===== src/rtl/pad_io_ctrl.sv =====
// Pad I/O controller: direction FSM with turnaround dead cycles,
// synchronised glitch-filtered input path and a pad attribute register.
module pad_io_ctrl #(
    parameter int                  PADATTR   = 16,
    parameter int                  FILT_W    = 4,
    parameter int                  TA_CYCLES = 2,
    parameter logic [PADATTR-1:0]  ATTR_RST  = '0
) (
    input  logic               clk_i,
    input  logic               rst_ni,
    input  logic               core_out_i,
    input  logic               core_oe_req_i,
    output logic               core_oe_ack_o,
    output logic               core_in_o,
    output logic               core_rise_o,
    output logic               core_fall_o,
    input  logic [FILT_W-1:0]  filt_thr_i,
    input  logic [PADATTR-1:0] attr_i,
    input  logic               attr_we_i,
    output logic               pad_in_o,
    output logic               pad_oe_o,
    input  logic               pad_out_i,
    output logic [PADATTR-1:0] pad_attributes_o
);

    typedef enum logic [1:0] {
        S_IN,
        S_TA_OUT,
        S_OUT,
        S_TA_IN
    } dir_t;

    localparam logic [7:0] TA_LOAD = 8'(TA_CYCLES);

    dir_t              state;
    logic [7:0]        ta_cnt;
    logic              q1;
    logic              q2;
    logic [FILT_W-1:0] flt_cnt;

    // Direction FSM; pad_oe_o is set/cleared on the transitions into/out of OUT
    always_ff @(posedge clk_i or negedge rst_ni) begin
        if (!rst_ni) begin
            state    <= S_IN;
            ta_cnt   <= '0;
            pad_oe_o <= 1'b0;
        end else begin
            unique case (state)
                S_IN: begin
                    if (core_oe_req_i) begin
                        state  <= S_TA_OUT;
                        ta_cnt <= TA_LOAD;
                    end
                end
                S_TA_OUT: begin
                    if (!core_oe_req_i) begin
                        state <= S_IN;
                    end else if (ta_cnt == 8'd1) begin
                        state    <= S_OUT;
                        pad_oe_o <= 1'b1;
                    end else begin
                        ta_cnt <= ta_cnt - 8'd1;
                    end
                end
                S_OUT: begin
                    if (!core_oe_req_i) begin
                        state    <= S_TA_IN;
                        ta_cnt   <= TA_LOAD;
                        pad_oe_o <= 1'b0;
                    end
                end
                S_TA_IN: begin
                    if (ta_cnt == 8'd1) begin
                        state <= S_IN;
                    end else begin
                        ta_cnt <= ta_cnt - 8'd1;
                    end
                end
                default: begin
                    state    <= S_IN;
                    pad_oe_o <= 1'b0;
                end
            endcase
        end
    end

    assign core_oe_ack_o = pad_oe_o;

    // >= (not ==) so a threshold lowered mid-count updates on the next mismatch
    always_ff @(posedge clk_i or negedge rst_ni) begin
        if (!rst_ni) begin
            q1          <= 1'b0;
            q2          <= 1'b0;
            flt_cnt     <= '0;
            core_in_o   <= 1'b0;
            core_rise_o <= 1'b0;
            core_fall_o <= 1'b0;
        end else begin
            q1          <= pad_out_i;
            q2          <= q1;
            core_rise_o <= 1'b0;
            core_fall_o <= 1'b0;
            if (q2 != core_in_o) begin
                if (flt_cnt >= filt_thr_i) begin
                    core_in_o   <= q2;
                    flt_cnt     <= '0;
                    core_rise_o <= q2;
                    core_fall_o <= ~q2;
                end else begin
                    flt_cnt <= flt_cnt + 1'b1;
                end
            end else begin
                flt_cnt <= '0;
            end
        end
    end

    always_ff @(posedge clk_i or negedge rst_ni) begin
        if (!rst_ni) begin
            pad_in_o         <= 1'b0;
            pad_attributes_o <= ATTR_RST;
        end else begin
            pad_in_o <= core_out_i;
            if (attr_we_i) begin
                pad_attributes_o <= attr_i;
            end
        end
    end

endmodule


===== config.mk =====
export PLATFORM = sky130hd
export DESIGN_NAME = pad_io_ctrl
export DESIGN_NICKNAME = d
export VERILOG_FILES = /design/src/rtl/pad_io_ctrl.sv
export SDC_FILE = /design/constraint.sdc
export NUM_CORES = 1
export LEC_CHECK = 0
export ABC_AREA = 1
export ABC_CLOCK_PERIOD_IN_PS = 1700
export CORE_UTILIZATION = 47
export DETAILED_ROUTE_END_ITERATION = 6
export PLACE_DENSITY = 0.86
export RECOVER_POWER = 50
export REMOVE_ABC_BUFFERS = 1
export SYNTH_ARGS = -nofsm -noshare
export SYNTH_HDL_FRONTEND = slang
export SYNTH_SLANG_ARGS = --single-unit

===== constraint.sdc =====
create_clock -name clk_i -period 1.7 [get_ports clk_i]
set_input_delay 0.17 -clock clk_i [delete_from_list [all_inputs] [get_ports clk_i]]
set_output_delay 0.17 -clock clk_i [all_outputs]
set_load 0.02 [all_outputs]

==> run metrics, run 1 <==
Critical Path End Type primary output; Area Overhead vs Synth 34.2%; Levels on crit path 1; Initial DRC Count 31; leak pwr 1.07 nW; Max Clock Skew 0.00800 ns; max cap viols 0; total gr overflow 0; Netlist cell types 23; sequential area share after synthesis 0.537; Final Max Slew Viols 0; Initial Util 0.505; Pre-antenna DRT Iters 4; Antenna diodes 0; Sw Pwr 1.17 mW; EDFF count, synth 0; via count of the routed design around 1300; measured slew at the worst slew-check pin between 0.8 and 0.9 ns; Row Count 21; die width 62.6 µm; H-Tree Depth 2; Synth area leaders dfrtp_1, mux2_2, ha_1, nand2_1, inv_1; headroom to the max-slew limit 0.411; crit path launch core_in_o$_DFFE_PN0P_; unrepaired setup endpoints after global routing false; cell internal pwr 1.90 mW; peak supply drop 1090 µV; fillcell total roughly 300; dominant cell type by area after synthesis dfrtp_1; final-stage net count 250; Post-Layout Inst Area between 0.002 and 0.0025 mm²; multi-input logic area between 600 and 700 µm²; Vias per Instance 4.90; Worst Path Max Fanout 3; status complete, no violations; DP HPWL ~2600 µm; CP peak stage delay about 0.63 ns; Worst-Skew Late Latency 0.34 ns; CP max stage cell clkdlybuf4s50_1; Hold Slack 0.376 ns; setup TNS 0 ns; vias in the first global route 1280; Cell Pwr Density 1330 mW/mm²; layout cell share with drive strength beyond 1 0.166; minimum clock period 1.55 ns; Global Route Usage Sum 0.197; worst setup path class flop to primary output; Wirelength per Cell 12.7 µm; CP required 1.53 ns; fin crit share 0.911; FF/Latch Area just over 900 µm²; most frequent cell after synthesis dfrtp_1; Antenna Nets Post-Route 0; CTS Buf Count 5; Syn Inst Count 164; CTS Sinks 37; Die Area around 0.0039 mm²; hold depth 0; max frequency 0.646 GHz; core area ~0.0034 mm²; top-area cell type share of the netlist area 0.537; # setup viols final 0; Post-synth top cells dfrtp_1, nand2_1, inv_1; Setup Fix Bufs, Post-CTS 0; largest net degree at the start of global routing 38; global-route wire length before repair between 5000 and 6000 µm; crit start category flop; Clock transition at path regs 0.11 ns; syn avg cell area between 10 and 15 µm²; Cell Chain, Critical Path clkdlybuf4s50_1; #FFs+latches synth 37; crit path to core_in_o; die height ~63 µm; ys async rst share 1.00; Mapped Area about 0.0017 mm²; Clock power frac 0.188; most used flip-flop cell after synthesis dfrtp_1; R2R depth 7; post-placement cell area 0.00224 mm²; DRC Markers 0; Critical Path AT 1.38 ns; RR Endpoint core_rise_o$_DFF_PN0_; Sw Ratio 0.380; Sequential Power Share 0.412; FF-to-FF setup slack 0.27 ns; CTS tree done; combinational share of power 0.400; crit-path leading delay family buffers and inverters; Final GP Congestion 0.822; Top-Level Pins 48; total routed wirelength around 3300 µm; Max clock buf depth 2; reg-to-reg startpoint flt_cnt[1]$_DFF_PN0_; initial antenna violation count 0; Root Driver clkbuf_4; yosys warns 0; Min-Delay Path Class flop to flop; buffers and inverters on the worst path 1; port bufs between 40 and 50; Final Hold Viols 0
==> layout make-up <==
type	count	area share
clock inverter	2	0.0151
timing repair buffer	50	0.209
sequential	37	0.400
multi-input combinational	101	0.295
tap	46	0.0249
inverter	22	0.0389
clock buffer	5	0.0162
==> metal layers <==
metal | share of wire | up-vias | routed length (µm) | global-route usage
met1 | 0.41 | 613 | 1380 | 0.222
li1 | - | 643 | - | -
met3 | 0.025 | 8 | 83 | 0.0365
met5 | 0 | - | 0 | 0
met4 | 0.024 | 0 | 79 | 0.116
met2 | 0.54 | 24 | 1790 | 0.344
==> worst min-delay path by stage <==
stage	from	to	slack, ns
after floorplan	rst_ni	async pin	-0.13
after global placement	rst_ni	pad_attributes_o[2]$_DFFE_PN0P_	0.24
after detailed placement	rst_ni	pad_attributes_o[2]$_DFFE_PN0P_	0.24
after CTS	core_out_i	pad_in_o$_DFF_PN0_	0.24
after global routing	core_out_i	pad_in_o$_DFF_PN0_	0.36
final	q1$_DFF_PN0_	q2$_DFF_PN0_	0.38
==> power by group through the flow <==
stage | clock network (mW) | logic, mW | registers, mW
after floorplan | 0 | 0.760 | 1.34
after global placement | 0 | 1.19 | 1.27
after detailed placement | 0 | 1.23 | 1.28
after CTS | 0.594 | 1.25 | 1.27
after global routing | 0.634 | 1.38 | 1.30
final | 0.577 | 1.23 | 1.27
==> state kept, by name, summed over array words and instances (netlist names), named ones only <==
signal / flops
q2: 1
q1: 1
core_oe_ack_o: 1
state: 1
core_in_o: 1
pad_attributes_o: 16
core_rise_o: 1
core_fall_o: 1
flt_cnt: 4
pad_in_o: 1
ta_cnt: 8
==> cell usage in the layout (no fill, tap or decap), types with 3 or more instances in the layout <==
cell	count
clkdlybuf4s50_1	43
dfrtp_1	37
nand2_1	22
inv_1	20
mux2_2	16
nand3_1	13
nor2_1	10
ha_1	7
o21ai_0	6
nand4_1	5
nor3_1	5
o21ai_2	5
clkbuf_4	5
dlygate4sd3_1	4
a21oi_1	3
==> cell families (layout without fill, tap and decap cells) <==
group	Yosys count	count (layout)	synth area share
mux	16	16	0.104
buf+inv	26	79	0.0668
simple gates	59	59	0.165
fa+ha+maj	7	7	0.0508
compound gates	16	16	0.0602
flops	37	37	0.537
xor+xnor	3	3	0.0152
==> metrics by stage <==
stage / std cells / worst slack [ns] / utilization / power [mW]
2_1_floorplan: 160 / 0.438 / - / 2.10
5_1_grt: 263 / 0.0920 / 0.677 / 3.32
3_3_place_gp: 255 / 0.0683 / 0.655 / 2.46
6_report: 263 / 0.152 / 0.677 / 3.07
3_5_place_dp: 255 / 0.00605 / 0.655 / 2.51
4_1_cts: 263 / 0.130 / 0.679 / 3.11
==> repair_timing <==
item	4_1_cts	5_1_grt
hold buffers	1	0
hold endpoints to repair	37	0
gates resized for setup	0	0
No activity file was read; power rests on OpenSTA's default activity.
==> inputs of run 2 (changes only) <==
--- a/config.mk
+++ b/config.mk
@@ -8,6 +8,8 @@
 export ABC_AREA = 1
 export ABC_CLOCK_PERIOD_IN_PS = 1700
 export CORE_UTILIZATION = 47
+export CTS_BUF_LIST = sky130_fd_sc_hd__clkbuf_8 sky130_fd_sc_hd__clkbuf_16
+export CTS_CLUSTER_DIAMETER = 50
 export DETAILED_ROUTE_END_ITERATION = 6
 export PLACE_DENSITY = 0.86
 export RECOVER_POWER = 50
==> run 2 against run 1 <==
  * Setup slack better by 0.067 ns
  * Total power grew 5.2%
  * Sequential share of layout area decreased by 0.55 points
  * Critical path depth unchanged
  * Clock skew fell by 0.0036 ns
  * First-iteration DRC count shrank 9.7%
  * Clock-buffer cell count unchanged
  * Combinational power is essentially flat
  * Sequential cell count unchanged
  * Die area did not move
  * Critical path type unchanged
  * Register-to-register slack worse by 0.02 ns
  * Hold slack worse by 0.0037 ns
  * Largest power group unchanged
==> run metrics, run 2 (synthesized netlist as in run 1, its figures left out) <==
Antenna Nets Post-Route 0; # setup viols final 0; die width 62.6 µm; CP max stage cell clkdlybuf4s50_1; core area 0.00342 mm²; Place WS 0.00605 ns; fin crit share 0.871; Initial Util 0.505; unrepaired setup endpoints after global routing false; Top-Level Pins 48; total routed wirelength 3470 µm; DP HPWL 2550 µm; via count of the routed design around 1300; headroom to the max-slew limit 0.410; Root Driver clkbuf_8; final core utilization 0.687; layout cell share with drive strength beyond 1 0.171; CP required 1.53 ns; Die Area 0.00391 mm²; Area Overhead vs Synth 36.1%; Worst Slack Setup Final around 0.22 ns; Vias per Instance between 4 and 5; CTS Sinks 37; Worst Path Max Fanout 3; largest net degree at the start of global routing 38; CTS Buf Count 5; Antenna diodes 0; Most flops, register pad_attributes_o; Row Count 21; Levels on crit path 1; fillcell total 293; Clock power frac 0.225; hold depth 0; Hold Path Origin q1$_DFF_PN0_; Sw Ratio 0.371; Pre-antenna DRT Iters 4; crit-path leading delay family buffers and inverters; Clock transition at path regs roughly 0.070 ns; vias in the first global route about 1300; FF/Latch Area 926 µm²; combinational share of power 0.380; minimum clock period about 1.5 ns; Initial DRC Count 28; initial antenna violation count 0; total gr overflow 0; port bufs 47; multi-input logic area 683 µm²; status complete, no violations; DRC Markers 0; CP peak stage delay 0.62 ns; Max clock buf depth 2; Min-Delay Path Class flop to flop; Non-Filler Instances 263; reg-to-reg startpoint flt_cnt[1]$_DFF_PN0_; Cell Pwr Density 1380 mW/mm²; FF-to-FF setup slack 0.25 ns; Placed Cells incl. Taps 255; Final Max Slew Viols 0; worst setup path class flop to primary output; Final Hold Viols 0; biggest regs pad_attributes_o: 16 flops, ta_cnt: 8 flops, flt_cnt: 4 flops; max frequency 0.675 GHz; H-Tree Depth 2; most common cell after layout, fill and taps aside clkdlybuf4s50_1; leak pwr 1.08 nW; cell internal pwr 2.03 mW; Critical Path AT between 1 and 1.5 ns; most frequent cells in the layout clkdlybuf4s50_1, dfrtp_1, nand2_1; peak supply drop 1180 µV; Sw Pwr 1.20 mW; buffers and inverters on the worst path 1; crit start category flop; measured slew at the worst slew-check pin ~0.9 ns; CTS tree done; final-stage net count 250; die height 62.6 µm; Critical Path End Type primary output; setup TNS 0 ns; Wirelength per Cell 13.2 µm; Global Route Usage Sum 0.202; R2R depth 6; Post-CTS Resized 0; Largest register FFs 16; Sequential Power Share 0.395; global-route wire length before repair 5960 µm; Worst-Skew Late Latency 0.29 ns; Max Clock Skew 0.00435 ns; Cell Chain, Critical Path clkdlybuf4s50_1; Final GP Congestion 0.822; max cap viols 0; RR Endpoint flt_cnt[0]$_DFF_PN0_; Hold Path End q2$_DFF_PN0_
## run 2: cell counts in the layout (fill, tap and decap cells not counted)
No cell type changed its count.
## run 2: metrics by stage
step	power [mW]	hold WS [ns]	instance area, µm²
floorplan	2.10	-0.126	1700
global placement	2.46	0.237	2240
detailed placement	2.51	0.238	2240
CTS	3.26	0.302	2350
global route	3.48	0.383	2350
finish	3.23	0.373	2350
## run 2: how the worst max path moves through the flow
stage	from	endpoint	slack (ns)
4_1_cts	core_in_o$_DFFE_PN0P_	core_in_o	0.20
6_report	core_in_o$_DFFE_PN0P_	core_in_o	0.22
3_5_place_dp	filt_thr_i[1]	core_in_o$_DFFE_PN0P_	0.006
3_3_place_gp	filt_thr_i[3]	core_in_o$_DFFE_PN0P_	0.07
5_1_grt	flt_cnt[1]$_DFF_PN0_	flt_cnt[0]$_DFF_PN0_	0.1
2_1_floorplan	flt_cnt[1]$_DFF_PN0_	core_in_o$_DFFE_PN0P_	0.44
## run 2: metal layers
metal / track usage / vias to the layer above / wire [µm]
li1: - / 644 / -
met1: 0.224 / 602 / 1430
met2: 0.356 / 28 / 1870
met3: 0.0620 / 4 / 112
met4: 0.0843 / 0 / 48
met5: 0 / - / 0
## run 2: final cells by class
class / instances / area share
Clock buffer: 5 / 0.0293
Tap cell: 46 / 0.0245
Sequential cell: 37 / 0.395
Clock inverter: 2 / 0.0149
Timing Repair Buffer: 50 / 0.207
Inverter: 22 / 0.0384
Multi-Input combinational cell: 101 / 0.291
## run 2: power groups by stage
stage | Clock [mW] | Combinational (mW) | Sequential, mW
4_1_cts | 0.743 | 1.24 | 1.27
6_report | 0.728 | 1.23 | 1.28
3_5_place_dp | 0 | 1.23 | 1.28
2_1_floorplan | 0 | 0.760 | 1.34
3_3_place_gp | 0 | 1.19 | 1.27
5_1_grt | 0.792 | 1.38 | 1.30
## run 2: timing repair
item                                   4_1_cts  5_1_grt
endpoints found under the hold margin       37        0
buffers inserted                             0        0
hold buffers                                 1        0
==> inputs of run 3 (changes only) <==
--- a/config.mk
+++ b/config.mk
@@ -6,7 +6,7 @@
 export NUM_CORES = 1
 export LEC_CHECK = 0
 export ABC_AREA = 1
-export ABC_CLOCK_PERIOD_IN_PS = 1700
+export ABC_CLOCK_PERIOD_IN_PS = 1650
 export CORE_UTILIZATION = 47
 export CTS_BUF_LIST = sky130_fd_sc_hd__clkbuf_8 sky130_fd_sc_hd__clkbuf_16
 export CTS_CLUSTER_DIAMETER = 50
==> constraint.sdc (replaced) <==
create_clock -name clk_i -period 1.65 [get_ports clk_i]
set_input_delay 0.165 -clock clk_i [delete_from_list [all_inputs] [get_ports clk_i]]
set_output_delay 0.165 -clock clk_i [all_outputs]
set_load 0.02 [all_outputs]
==> results of run 3 <==
The final DEF is identical to that of run 2. Status: complete, no violations.
Main changes from that run: setup slack after placement 0.00605 ns -> -0.0389 ns; setup slack after layout 0.219 ns -> 0.174 ns; register-to-register setup slack 0.25 ns -> 0.20 ns; total power 3.23 mW -> 3.33 mW; worst IR drop on VDD 1180 µV -> 1220 µV
